==> config.mk <==
export PLATFORM = sky130hd
export DESIGN_NAME = cv32e40p_trace_retire_buffer
export DESIGN_NICKNAME = d
export VERILOG_FILES = /design/src/rtl/cv32e40p_tracer_pkg.sv /design/src/rtl/cv32e40p_trace_classify.sv /design/src/rtl/cv32e40p_trace_retire_buffer.sv
export SDC_FILE = /design/constraint.sdc
export NUM_CORES = 1
export LEC_CHECK = 0
export ABC_AREA = 1
export BUFFER_PORTS_ARGS = -buffer_cell sky130_fd_sc_hd__buf_2
export CORE_AREA = 2 2 286 147
export CTS_CLUSTER_DIAMETER = 200
export CTS_CLUSTER_SIZE = 12
export DETAILED_ROUTE_END_ITERATION = 7
export DIE_AREA = 0 0 288 149
export PLACE_DENSITY = 0.83
export SKIP_CTS_REPAIR_TIMING = 1
export SYNTH_ARGS = -nofsm -noshare
export SYNTH_HDL_FRONTEND = slang
export SYNTH_SLANG_ARGS = --single-unit
==> constraint.sdc <==
create_clock -name clk -period 6.2 [get_ports clk]
set_clock_uncertainty 0.15 [all_clocks]
set_input_delay 0.31 -clock clk [delete_from_list [all_inputs] [get_ports clk]]
set_output_delay 0.31 -clock clk [all_outputs]
set_load 0.05 [all_outputs]
==> src/rtl/cv32e40p_tracer_pkg.sv <==
// Tracer types: instruction classes, buffered retire record
// and the opcode values used to classify encodings.
package cv32e40p_tracer_pkg;

  typedef enum logic [2:0] {
    CLS_ALU    = 3'd0,
    CLS_BRANCH = 3'd1,
    CLS_JUMP   = 3'd2,
    CLS_LOAD   = 3'd3,
    CLS_STORE  = 3'd4,
    CLS_SYSTEM = 3'd5,
    CLS_FP     = 3'd6,
    CLS_OTHER  = 3'd7
  } trace_class_e;

  typedef struct packed {
    logic [31:0]  pc;
    logic [31:0]  instr;
    logic [5:0]   rd_addr;
    logic         we;
    logic [31:0]  wdata;
    trace_class_e cls;
    logic         pending;
  } trace_rec_t;

  localparam logic [6:0] OPC_LUI     = 7'b0110111;
  localparam logic [6:0] OPC_AUIPC   = 7'b0010111;
  localparam logic [6:0] OPC_JAL     = 7'b1101111;
  localparam logic [6:0] OPC_JALR    = 7'b1100111;
  localparam logic [6:0] OPC_BRANCH  = 7'b1100011;
  localparam logic [6:0] OPC_LOAD    = 7'b0000011;
  localparam logic [6:0] OPC_STORE   = 7'b0100011;
  localparam logic [6:0] OPC_OPIMM   = 7'b0010011;
  localparam logic [6:0] OPC_OP      = 7'b0110011;
  localparam logic [6:0] OPC_SYSTEM  = 7'b1110011;
  localparam logic [6:0] OPC_FENCE   = 7'b0001111;
  localparam logic [6:0] OPC_OP_FP   = 7'b1010011;
  localparam logic [6:0] OPC_FMADD   = 7'b1000011;
  localparam logic [6:0] OPC_FMSUB   = 7'b1000111;
  localparam logic [6:0] OPC_FNMSUB  = 7'b1001011;
  localparam logic [6:0] OPC_FNMADD  = 7'b1001111;
  localparam logic [6:0] OPC_CUSTOM0 = 7'b0001011;
  localparam logic [6:0] OPC_CUSTOM1 = 7'b0101011;
  localparam logic [6:0] OPC_CUSTOM2 = 7'b1011011;
  localparam logic [6:0] OPC_CUSTOM3 = 7'b1111011;

endpackage

==> src/rtl/cv32e40p_trace_classify.sv <==
// Combinational instruction classifier for the trace
// retire buffer.
module cv32e40p_trace_classify
  import cv32e40p_tracer_pkg::*;
(
  input  logic [31:0]  instr,
  output trace_class_e cls
);

  logic [6:0] op;
  logic [2:0] f3;
  logic       c0_br;
  logic       is_jump;
  logic       is_branch;
  logic       is_load;
  logic       is_store;
  logic       is_sys;
  logic       is_fp;
  logic       is_alu;

  assign op = instr[6:0];
  assign f3 = instr[14:12];

  // custom-0 funct3 11x holds the immediate branches
  assign c0_br = (op == OPC_CUSTOM0) && (f3[2:1] == 2'b11);

  assign is_jump   = (op == OPC_JAL) || (op == OPC_JALR);
  assign is_branch = (op == OPC_BRANCH) || c0_br;
  assign is_load   = (op == OPC_LOAD);
  assign is_store  = (op == OPC_STORE);
  assign is_sys    = (op == OPC_SYSTEM) || (op == OPC_FENCE);
  assign is_fp     = (op == OPC_OP_FP) || (op == OPC_FMADD)
                  || (op == OPC_FMSUB) || (op == OPC_FNMSUB)
                  || (op == OPC_FNMADD);
  assign is_alu    = (op == OPC_OP) || (op == OPC_OPIMM)
                  || (op == OPC_LUI) || (op == OPC_AUIPC)
                  || ((op == OPC_CUSTOM0) && !c0_br)
                  || (op == OPC_CUSTOM1) || (op == OPC_CUSTOM2)
                  || (op == OPC_CUSTOM3);

  always_comb begin
    cls = CLS_OTHER;
    unique case (1'b1)
      is_jump:   cls = CLS_JUMP;
      is_branch: cls = CLS_BRANCH;
      is_load:   cls = CLS_LOAD;
      is_store:  cls = CLS_STORE;
      is_sys:    cls = CLS_SYSTEM;
      is_fp:     cls = CLS_FP;
      is_alu:    cls = CLS_ALU;
      default:   cls = CLS_OTHER;
    endcase
  end

endmodule

==> src/rtl/cv32e40p_trace_retire_buffer.sv <==
// In-order retire buffer: holds records until late writebacks
// land, then hands complete records to the tracer.
module cv32e40p_trace_retire_buffer
  import cv32e40p_tracer_pkg::*;
#(
  parameter int DEPTH = 4
) (
  input  logic         clk,
  input  logic         rst_n,
  input  logic         ret_valid_i,
  output logic         ret_ready_o,
  input  logic [31:0]  ret_pc_i,
  input  logic [31:0]  ret_instr_i,
  input  logic [5:0]   ret_rd_addr_i,
  input  logic         ret_rd_we_i,
  input  logic         ret_rd_late_i,
  input  logic [31:0]  ret_rd_wdata_i,
  input  logic         late_wb_valid_i,
  input  logic [5:0]   late_wb_addr_i,
  input  logic [31:0]  late_wb_data_i,
  output logic         trc_valid_o,
  input  logic         trc_ready_i,
  output logic [31:0]  trc_pc_o,
  output logic [31:0]  trc_instr_o,
  output logic [5:0]   trc_rd_addr_o,
  output logic         trc_rd_we_o,
  output logic [31:0]  trc_rd_wdata_o,
  output trace_class_e trc_class_o,
  output logic         overflow_o,
  output logic         orphan_wb_o
);

  localparam int PW = $clog2(DEPTH);
  localparam int CW = PW + 1;

  trace_rec_t      mem [DEPTH];
  trace_rec_t      head;
  trace_rec_t      new_rec;
  trace_class_e    new_cls;
  logic [PW-1:0]   wr_ptr;
  logic [PW-1:0]   rd_ptr;
  logic [CW-1:0]   count;
  logic            push;
  logic            pop;
  logic            rd_nz;
  logic            wb_hit;
  logic [PW-1:0]   wb_idx;

  cv32e40p_trace_classify u_classify (
    .instr (ret_instr_i),
    .cls   (new_cls)
  );

  assign ret_ready_o = count < CW'(DEPTH);
  assign push        = ret_valid_i && ret_ready_o;

  assign head        = mem[rd_ptr];
  assign trc_valid_o = (count != '0) && !head.pending;
  assign pop         = trc_valid_o && trc_ready_i;

  assign trc_pc_o       = head.pc;
  assign trc_instr_o    = head.instr;
  assign trc_rd_addr_o  = head.rd_addr;
  assign trc_rd_we_o    = head.we;
  assign trc_rd_wdata_o = head.wdata;
  assign trc_class_o    = head.cls;

  // x0 writes are recorded as no-write; f0 (6'd32) is real
  assign rd_nz = ret_rd_addr_i != 6'd0;

  always_comb begin
    new_rec         = '0;
    new_rec.pc      = ret_pc_i;
    new_rec.instr   = ret_instr_i;
    new_rec.rd_addr = ret_rd_addr_i;
    new_rec.we      = ret_rd_we_i && rd_nz;
    new_rec.wdata   = ret_rd_wdata_i;
    new_rec.cls     = new_cls;
    new_rec.pending = ret_rd_we_i && ret_rd_late_i && rd_nz;
  end

  // Oldest valid pending entry for this register; the slot
  // being pushed this cycle is never part of the search.
  always_comb begin
    wb_hit = 1'b0;
    wb_idx = '0;
    for (int i = 0; i < DEPTH; i++) begin
      logic [PW-1:0] idx;
      idx = rd_ptr + PW'(i);
      if (!wb_hit && (CW'(i) < count)
          && mem[idx].pending
          && (mem[idx].rd_addr == late_wb_addr_i)) begin
        wb_hit = 1'b1;
        wb_idx = idx;
      end
    end
  end

  always_ff @(posedge clk or negedge rst_n) begin
    if (!rst_n) begin
      for (int i = 0; i < DEPTH; i++) begin
        mem[i] <= '0;
      end
      wr_ptr      <= '0;
      rd_ptr      <= '0;
      count       <= '0;
      overflow_o  <= 1'b0;
      orphan_wb_o <= 1'b0;
    end else begin
      if (push) begin
        mem[wr_ptr] <= new_rec;
        wr_ptr      <= wr_ptr + 1'b1;
      end
      if (late_wb_valid_i && wb_hit) begin
        mem[wb_idx].wdata   <= late_wb_data_i;
        mem[wb_idx].pending <= 1'b0;
      end
      if (pop) begin
        rd_ptr <= rd_ptr + 1'b1;
      end
      count <= count + CW'(push) - CW'(pop);
      if (ret_valid_i && !ret_ready_o) begin
        overflow_o <= 1'b1;
      end
      if (late_wb_valid_i && !wb_hit) begin
        orphan_wb_o <= 1'b1;
      end
    end
  end

endmodule

==> results of run 1 <==
## layer usage
metal	global-route usage, %	vias to the layer above	wire, um
li1	-	9927	-
met1	47.4	10400	30300
met2	46.6	1456	30900
met3	7.26	214	8190
met4	10.9	0	2140
met5	0	-	0
## worst paths after layout
| check | from | to | cells after the start |
|---|---|---|---|
| min reg2reg | overflow_o | overflow_o | 1 |
| max | rd_ptr[0] | mem[10] | 19 |
| max reg2reg | rd_ptr[0] | mem[10] | 19 |
| min | ret_rd_wdata_i[3] | mem[221] | 5 |
| max in group asynchronous | rst_n | mem[141] | 3 |
| min in group asynchronous | rst_n | asynchronous set/reset pin | 2 |
## logic make-up after synthesis
family	count (synthesis)	synth area share (%)
buf+inv	444	8.01
xor+xnor	4	0.159
fa+ha+maj	9	0.546
compound gates	445	12.9
simple gates	1579	28.6
flops	437	49.7
## layout make-up
type                       instances  area [um2]
antenna                            5        12.5
sequential                       437       10900
clock inverter                     3        37.5
inverter                         258         978
fill                            3370       14900
tap                              550         688
timing repair buffer             418        2900
multi-input combinational       2037        9320
clock buffer                      43        1080
## where the power goes
part / switching [uW] / leakage (uW) / internal [uW]
Clock: 1070 / 0.000549 / 1230
Combinational: 6330 / 0.00759 / 2210
Sequential: 625 / 0.00539 / 4200
## cell usage in the layout (no fill, tap or decap), types with 2 or more instances in the layout
cell | Yosys | layout
buf_12 | 0 | 4
nor2_1 | 32 | 32
nand3_2 | 2 | 2
nor4_1 | 3 | 3
clkinv_2 | 0 | 4
inv_2 | 8 | 6
nand2_2 | 3 | 4
dfrtp_1 | 437 | 437
nand2_1 | 1355 | 1350
nor2_2 | 6 | 6
o221ai_1 | 92 | 92
o21ai_1 | 3 | 3
a21o_1 | 2 | 2
a31oi_1 | 3 | 3
ha_1 | 8 | 8
clkinv_1 | 3 | 2
buf_2 | 30 | 255
nand2_4 | 0 | 4
inv_4 | 0 | 2
a21oi_1 | 4 | 4
diode_2 | 0 | 5
inv_6 | 0 | 2
a22oi_1 | 100 | 100
o21ai_0 | 240 | 240
nor3_1 | 5 | 5
xor2_1 | 4 | 4
inv_1 | 247 | 244
clkbuf_16 | 0 | 43
dlygate4sd3_1 | 0 | 135
buf_4 | 13 | 23
nand4_1 | 71 | 71
nand3_1 | 97 | 97
## critical path: stages, from the launching register on
cell	delay [ps]
dfrtp_1	400
inv_2	620
nand2_1	200
nand2_1	490
nand2_1	140
nand3_1	120
nand2_1	90
inv_1	60
nand2_1	40
nor2_1	150
nand2_1	120
o21ai_0	180
nand2_1	90
nand2_2	50
buf_4	390
nand4_1	790
buf_4	520
nand2_1	110
nand2_1	70
dlygate4sd3_1	560
## through the flow
step	util [%]	setup WS [ps]	power (uW)	instances	cell area [um2]
CTS	60.2	1440	15400	3611	24600
global placement	57.4	1530	12800	3565	23500
global route	63.5	465	16600	3751	25900
floorplan	-	2740	10800	2918	22000
detailed placement	57.4	1450	13100	3565	23500
finish	63.5	690	15700	3751	25900
==> run_results.csv, run 1 <==
group,metric,value,unit
layout,area_delta_synth_final,18.0,%
outcome,failed_checks,"hold timing",
timing,rsz0062_at_grt,"false",
synth,synth_top_area_share,49.7,%
run,max_cap_viol_count,0,
setup_path,path_max_fanout,43,
setup_path,cp.required,6490,ps
synth,yosysMostFrequentCell,"nand2_1",
setup_path,critPathKind,"reg2reg",
placed_design,portBuffers,256,
timing,post-route-period-util,88.9,%
synth,netlist_top_cells_area,"dfrtp_1 50%, nand2_1 23%, o21ai_0 5.5%",
drt,drtPass1Iterations,7,
die,die_w,288,um
synth,synth_seq_cells,437,
cts,root_buffer,"clkbuf_16",
setup_path,end_kind,"flip-flop",
setup_path,worstSetupStartpointType,"flip-flop",
die,io_pins,257,
timing,fin_worst_hold_slack,-45.9,ps
synth,syn-cell-area,22000,um2
global_routing,grt_max_degree,193,
synth,synth_top_area_cell,"dfrtp_1",
cts,cts.sinks,437,
setup_path,arrival,5800,ps
cts,worstSkewPairLatency,550,ps
global_routing,grt_remaining_overflow,0,
timing,fin_tns_setup,0,ps
synth,yosysSeqAreaShare,49.7,%
pwr,p_leak,0.0135,uW
synth,synthArstFlopShare,100,%
drt,wl_per_cell,19.1,um
cts,clk_pin_slew_worst_paths,70,ps
drt,route.detailed.drc,0,
synth,ys.flop_type,"dfrtp_1",
synth,synth_nets,3074,
timing,fmax,181,MHz
drt,ant_nets,0,
layout,final_nets,3350,
timing,period_needed,5510,ps
placed_design,gp_congestion,0.975,
cts,numCtsBuffers,42,
pwr,powerDensity,604,nW/um2
global_routing,grt_pass1_wl,109000,um
timing,slew_headroom,17.7,%
cts,cts_tree,"done",
setup_path,ff2ff_setup_slack,690,ps
timing,drv_slew,0,
synth,yosys-top-cells-count,"1355 x nand2_1, 437 x dfrtp_1, 247 x inv_1",
drt,routed_via_density,5.86,
global_routing,first_global_vias,20200,
synth,ys.warnings.count,0,
timing,hold_violations,11,
die,core_area,40800,um2
synth,synth_edf_count,0,
cts,cts_max_level,2,
die,die_area,42900,um2
timing,setup_viol,0,
synth,synth_cell_type_count,34,
die,rows,53,
drt,vias,22000,
die,fp.dieH,149,um
timing,tightest_slew,1230,ps
drt,drt_iter0_markers,2645,
cts,cts_buffer_depth,3,
synth,syn_inst,2918,
synth,syn_avg_cell_area,7.53,um2
die,initial_utilization,53.8,%
outcome,status,"finished, violations left",
placed_design,dp_hpwl,43500,um
hold_path,hp-class,"in2reg",
global_routing,grtUsageTotal,32.1,%
drt,wirelength,71500,um
layout,layout-drive-gt1-share,11.2,%
pwr,vdd_ir_drop_max,0.000430,V
global_routing,grt_antenna_before_repair,5,
No activity file was read; power rests on OpenSTA's default activity.
==> run 2: changes to the inputs <==
--- a/config.mk
+++ b/config.mk
@@ -5,14 +5,14 @@
 export SDC_FILE = /design/constraint.sdc
 export NUM_CORES = 1
 export LEC_CHECK = 0
-export ABC_AREA = 1
 export BUFFER_PORTS_ARGS = -buffer_cell sky130_fd_sc_hd__buf_2
-export CORE_AREA = 2 2 286 147
+export CORE_AREA = 2 2 283 145
 export CTS_CLUSTER_DIAMETER = 200
 export CTS_CLUSTER_SIZE = 12
 export DETAILED_ROUTE_END_ITERATION = 7
-export DIE_AREA = 0 0 288 149
-export PLACE_DENSITY = 0.83
+export DIE_AREA = 0 0 285 147
+export PLACE_DENSITY = 0.84
+export RECOVER_POWER = 100
 export SKIP_CTS_REPAIR_TIMING = 1
 export SYNTH_ARGS = -nofsm -noshare
 export SYNTH_HDL_FRONTEND = slang
==> run 2 against run 1 <==
The flow finishes with violations (hold timing, capacitance limit, slew limit); sequential power increased by 8.5%; largest power group unchanged; maximum frequency decreased by 0.37%; highest routed layer unchanged; worst setup slack got worse by 21 ps; final area decreased by 2.7%; first-iteration DRC count decreased by 65%; critical path depth decreased by 9; combinational power decreased by 4.9%; cell count decreased by 39%; sequential cell count unchanged; synthesized cell count decreased by 52%; clock power about the same; critical endpoint is now mem[221]; global-route usage decreased by 7.7 points.
==> run_results.csv, run 2 <==
group,metric,value,unit
timing,post-route-period-util,89.2,%
layout,register_area,10900,um2
setup_path,path_max_fanout,59,
drt,wirelength,51700,um
drt,vias,13500,
outcome,status,"finished, violations left",
setup_path,cp.required,6470,ps
die,die_area,41900,um2
cts,clk_pin_slew_worst_paths,60,ps
hold_path,hp-class,"in2reg",
timing,fin_worst_hold_slack,-3.17,ps
placed_design,dp_hpwl,32600,um
synth,ys.flop_type,"dfrtp_1",
timing,slew_headroom,-194,%
setup_path,worstSetupStartpointType,"flip-flop",
global_routing,grt_max_degree,182,
pwr,p_leak,0.0108,uW
drt,routed_via_density,5.92,
setup_path,end_kind,"flip-flop",
global_routing,grt_antenna_before_repair,3,
setup_path,r2r_start,"rd_ptr[1]",
synth,synth_top_area_share,50.8,%
synth,synth_nets,1571,
layout,layout_common_cells,"435 x dfrtp_1, 407 x mux2_2, 150 x buf_2",
synth,synth_top_area_cell,"dfrtp_1",
global_routing,busiest_layer,"met2",
synth,netlist_top_cells_area,"dfrtp_1 51%, mux2_2 21%, mux4_2 12%",
timing,period_needed,5530,ps
synth,syn-cell-area,21500,um2
timing,fmax,181,MHz
layout,multi_input_area,10100,um2
drt,ant_nets,0,
layout,layout-drive-gt1-share,42.5,%
layout,final_common_cell,"dfrtp_1",
layout,final_nets,1896,
timing,drv_slew,491,
synth,yosysMostFrequentCell,"dfrtp_1",
global_routing,grtUsageTotal,24.4,%
pwr,vdd_ir_drop_max,0.000415,V
layout,final_core_util,63.6,%
layout,fillers,2914,
drt,route.detailed.drc,0,
global_routing,first_global_vias,14200,
die,fp.dieH,147,um
global_routing,grt_use_met2,39.3,%
synth,syn_avg_cell_area,15.2,um2
layout,area_delta_synth_final,17.4,%
synth,ys.warnings.count,0,
synth,yosysSeqAreaShare,50.8,%
cts,cts.sinks,437,
hold_path,min_to,"mem[118]",
synth,synth_seq_cells,437,
die,core_area,39700,um2
synth,synth_cell_type_count,60,
timing,tightest_slew,4410,ps
cts,cts_buffer_depth,3,
setup_path,ff2ff_setup_slack,670,ps
setup_path,cpMaxStageDelayCell,"nor2_4",
drt,drt_iter0_markers,913,
outcome,failed_checks,"hold timing, capacitance limit, slew limit",
cts,worstSkewPairLatency,550,ps
cts,root_buffer,"clkbuf_16",
setup_path,arrival,5800,ps
run,max_cap_viol_count,9,
hold_path,whs_path_depth,3,
global_routing,grt_use_met3,4.77,%
die,rows,52,
setup_path,path_cells,"mux2i_1 > xor2_1 > nand4_1 > a221oi_1 > and2_0 > nor4_1 > or4_4 > nor2_4 > mux2_1 > dlygate4sd3_1",
pwr,powerDensity,620,nW/um2
setup_path,r2r-end,"mem[221]",
timing,fin_tns_setup,0,ps
setup_path,slowest_delay,1040,ps
setup_path,critPathKind,"reg2reg",
timing,hold_violations,2,
synth,yosys-top-cells-count,"437 x dfrtp_1, 408 x mux2_2, 125 x mux2_1",
drt,drtPass1Iterations,5,
cts,cts_tree,"done",
placed_design,portBuffers,256,
die,die_w,285,um
global_routing,grt_pass1_wl,80800,um
placed_design,gp_congestion,0.877,
synth,synthArstFlopShare,100,%
cts,cts_max_level,2,
global_routing,grt.met1_usage,34.8,%
timing,setup_viol,0,
die,io_pins,257,
timing,rsz0062_at_grt,"false",
die,initial_utilization,54.2,%
synth,syn_inst,1415,
cts,numCtsBuffers,42,
setup_path,reg2regPathDepth,10,
hold_path,hp-start,"ret_rd_wdata_i[7]",
global_routing,grt_remaining_overflow,0,
synth,synth_edf_count,0,
drt,wl_per_cell,22.6,um
==> run 2: cell types whose count changed in the layout (fill, tap and decap cells not counted), sizes merged, moves of 65 or more <==
| cell | previous run | this run |
|---|---|---|
| mux2 | 0 | 533 |
| buf | 283 | 158 |
| clkbuf | 43 | 155 |
| inv | 255 | 16 |
| nand3 | 99 | 1 |
| a22oi | 100 | 1 |
| o221ai | 92 | 1 |
| o21ai | 243 | 28 |
| nand4 | 71 | 6 |
| mux4 | 0 | 110 |
| nand2 | 1358 | 36 |
==> run 2: worst max-delay path by stage <==
stage	from	endpoint	slack (ps)	cells after the start
after detailed placement	rd_ptr[1]	mem[140]	1570	10
after global placement	rd_ptr[1]	mem[5]	1620	11
after floorplan	rd_ptr[0]	count[2]	2580	11
final	rd_ptr[1]	mem[221]	670	10
after CTS	rd_ptr[1]	mem[140]	1560	10
after global routing	rd_ptr[1]	mem[221]	350	10
==> run 2: metal layers <==
layer,vias up,part of all wire [%]
met5,-,0
met4,0,1.5
met3,79,5.3
met2,346,49
met1,7209,45
li1,5908,-
==> run 2: final cells by class <==
class,instances,area share [%]
diodes,2,0.0198
clock buffers,44,4.19
clock inverters,4,0.258
inverters,13,0.193
multi-input cells,863,39.8
flip-flops and latches,437,43.3
well taps,540,2.68
repair buffers,383,9.50
==> run 2: per-stage QoR <==
| step | power [uW] | worst slack [ps] | std cells | cell area, um2 |
|---|---|---|---|---|
| after floorplan | 11500 | 2580 | 1415 | 21500 |
| after global placement | 13100 | 1620 | 2123 | 23200 |
| after detailed placement | 13400 | 1570 | 2123 | 23200 |
| after CTS | 15700 | 1560 | 2171 | 24300 |
| after global routing | 16500 | 353 | 2286 | 25200 |
| final | 15600 | 669 | 2286 | 25200 |
==> run 2: cell families after synthesis <==
logic type	Yosys count	share of synthesized area [%]
flops	437	50.8
compound gates	62	2.05
xor+xnor	34	1.38
fa+ha+maj	9	0.558
buf+inv	115	2.40
simple gates	91	2.22
mux	667	40.6
==> run 2: report_power, final <==
part           internal (uW)  switching (uW)  leakage [uW]  total, uW
combinational           3340            4780       0.00500       8120
clock                   1220            1070      0.000551       2290
sequential              4290             945       0.00525       5240
==> run 2: worst max-delay path: cells and delay by family, from the launching register on <==
family,cells,cell delay [ps]
flops,1,1010
buf+inv,1,570
simple gates,5,2300
mux,2,690
xor+xnor,1,220
compound gates,1,400
==> run 3: changes to the inputs <==
--- a/config.mk
+++ b/config.mk
@@ -6,11 +6,11 @@
 export NUM_CORES = 1
 export LEC_CHECK = 0
 export BUFFER_PORTS_ARGS = -buffer_cell sky130_fd_sc_hd__buf_2
-export CORE_AREA = 2 2 283 145
+export CORE_AREA = 2 2 288 148
 export CTS_CLUSTER_DIAMETER = 200
 export CTS_CLUSTER_SIZE = 12
 export DETAILED_ROUTE_END_ITERATION = 7
-export DIE_AREA = 0 0 285 147
+export DIE_AREA = 0 0 290 150
 export PLACE_DENSITY = 0.84
 export RECOVER_POWER = 100
 export SKIP_CTS_REPAIR_TIMING = 1
==> constraint.sdc (replaced) <==
create_clock -name clk -period 4.8 [get_ports clk]
set_clock_uncertainty 0.15 [all_clocks]
set_input_delay 0.24 -clock clk [delete_from_list [all_inputs] [get_ports clk]]
set_output_delay 0.24 -clock clk [all_outputs]
set_load 0.05 [all_outputs]
==> run 3 against run 2 <==
The flow still finishes with violations (hold timing, capacitance limit, slew limit); worst setup slack worse by 360 ps; combinational power up 29%; clock power increased by 31%; core utilization is 1.4 points lower; final area rose by 1.5%; worst hold slack worse by 3.9 ps; critical path depth unchanged; non-clock buffer count up 37; power grew 29%; via count barely moved.
==> run_results.csv, run 3 (synthesis results as in run 2) <==
group,metric,value,unit
timing,hold_violations,2,
setup_path,worstSetupStartpointType,"flip-flop",
hold_path,whs_path_depth,3,
global_routing,grt_antenna_before_repair,1,
placed_design,portBuffers,256,
layout,layout-drive-gt1-share,42.2,%
drt,topRoutingLayerUsed,"met4",
timing,setup_viol,0,
timing,period_needed,4490,ps
cts,worstSkewPairLatency,530,ps
timing,fin_worst_hold_slack,-7.06,ps
timing,rsz0062_at_grt,"false",
global_routing,grt_pass1_wl,79400,um
setup_path,slowest_delay,710,ps
drt,wl_met1,23300,um
pwr,p_leak,0.0110,uW
placed_design,gp_congestion,0.902,
drt,wirelength,51800,um
layout,layout_common_cells,"435 x dfrtp_1, 408 x mux2_2, 150 x buf_2",
setup_path,cpMaxStageDelayCell,"dfrtp_4",
setup_path,path_max_fanout,33,
drt,route.met2.wl,25000,um
drt,ant_nets,0,
die,io_pins,257,
run,max_cap_viol_count,6,
pwr,powerDensity,788,nW/um2
drt,met3_length,2700,um
setup_path,critPathKind,"reg2reg",
cts,cts_tree,"done",
die,fp.dieH,150,um
cts,cts_buffer_depth,3,
die,initial_utilization,52.2,%
layout,final_area,25600,um2
setup_path,reg2regPathDepth,10,
timing,fin_tns_setup,0,ps
placed_design,dp_hpwl,32600,um
setup_path,r2r-end,"mem[227]",
layout,final_nets,1933,
cts,clk_pin_slew_worst_paths,70,ps
drt,route.detailed.drc,0,
outcome,status,"finished, violations left",
die,core_area,41200,um2
global_routing,grt_max_degree,147,
cts,root_buffer,"clkbuf_16",
timing,post-route-period-util,93.6,%
setup_path,end_kind,"flip-flop",
timing,slew_headroom,-108,%
timing,tightest_slew,3120,ps
setup_path,ff2ff_setup_slack,310,ps
cts,cts.sinks,437,
pwr,power.total,20200,uW
layout,final_common_cell,"dfrtp_1",
timing,drv_slew,317,
drt,drtPass1Iterations,5,
outcome,failed_checks,"hold timing, capacitance limit, slew limit",
drt,drt_iter0_markers,827,
hold_path,hp-class,"in2reg",
placed_design,place_area,23300,um2
die,die_area,43500,um2
layout,area_delta_synth_final,19.1,%
global_routing,first_global_vias,14200,
pwr,vdd_ir_drop_max,0.000538,V
setup_path,path_cells,"mux4_2 > xnor2_1 > nand3_1 > nor2_1 > or3_1 > o31ai_1 > or4_4 > nor2_8 > mux2_1 > dlygate4sd3_1",
setup_path,r2r_start,"rd_ptr[0]",
global_routing,grt_remaining_overflow,0,
cts,cts_max_level,2,
drt,routed_via_density,5.81,
setup_path,arrival,4750,ps
cts,numCtsBuffers,42,
die,rows,53,
hold_path,hp-start,"ret_instr_i[5]",
setup_path,cp.required,5050,ps
timing,fmax,223,MHz
die,die_w,290,um
drt,vias,13500,
global_routing,grtUsageTotal,23.2,%
drt,wl_per_cell,22.2,um
run 3: area by class of cell:
class	count	area, um2
multi-input cells	863	10100
well taps	550	688
repair buffers	420	2720
fillers	3051	15600
clock buffers	46	1130
inverters	13	48.8
flip-flops and latches	437	10900
diodes	1	2.50
clock inverters	1	8.76
run 3: worst max-delay path by stage:
stage	cells past startpoint	to	startpoint
after floorplan	11	count[2]	rd_ptr[0]
after global placement	8	mem[352]	rd_ptr[0]
after detailed placement	8	mem[337]	rd_ptr[0]
after CTS	8	mem[337]	rd_ptr[0]
after global routing	9	mem[227]	rd_ptr[0]
final	10	mem[227]	rd_ptr[0]
run 3: critical path: cells and delay by family (launching register included):
kind / cells / cell delay [ps]
muxes: 2 / 960
buffers and inverters: 1 / 590
AOI/OAI and AO/OA: 1 / 80
and+or+nand+nor: 5 / 1470
DFF: 1 / 710
xor gates and xnor gates: 1 / 390
run 3: power breakdown:
part	internal, uW	leakage, uW	total (uW)	switching [uW]
Combinational	4260	0.00515	10500	6280
Sequential	5550	0.00525	6660	1110
Clock	1650	0.000560	2990	1340
run 3: stage by stage:
step / hold WS (ps) / util, % / worst slack, ps / std cells
final: -7.06 / 62.2 / 308 / 2331
after detailed placement: 206 / 56.7 / 564 / 2142
after global routing: 15.1 / 62.2 / 39.6 / 2331
after global placement: 202 / 56.7 / 614 / 2142
after floorplan: -206 / - / 1180 / 1415
after CTS: -373 / 59.4 / 540 / 2189
run 3: per-layer routing:
metal / vias to the layer above / GRT usage, %
met2: 329 / 37.6
met1: 7151 / 31.8
met4: 0 / 6.09
li1: 5983 / -
met3: 76 / 5.29
met5: - / 0
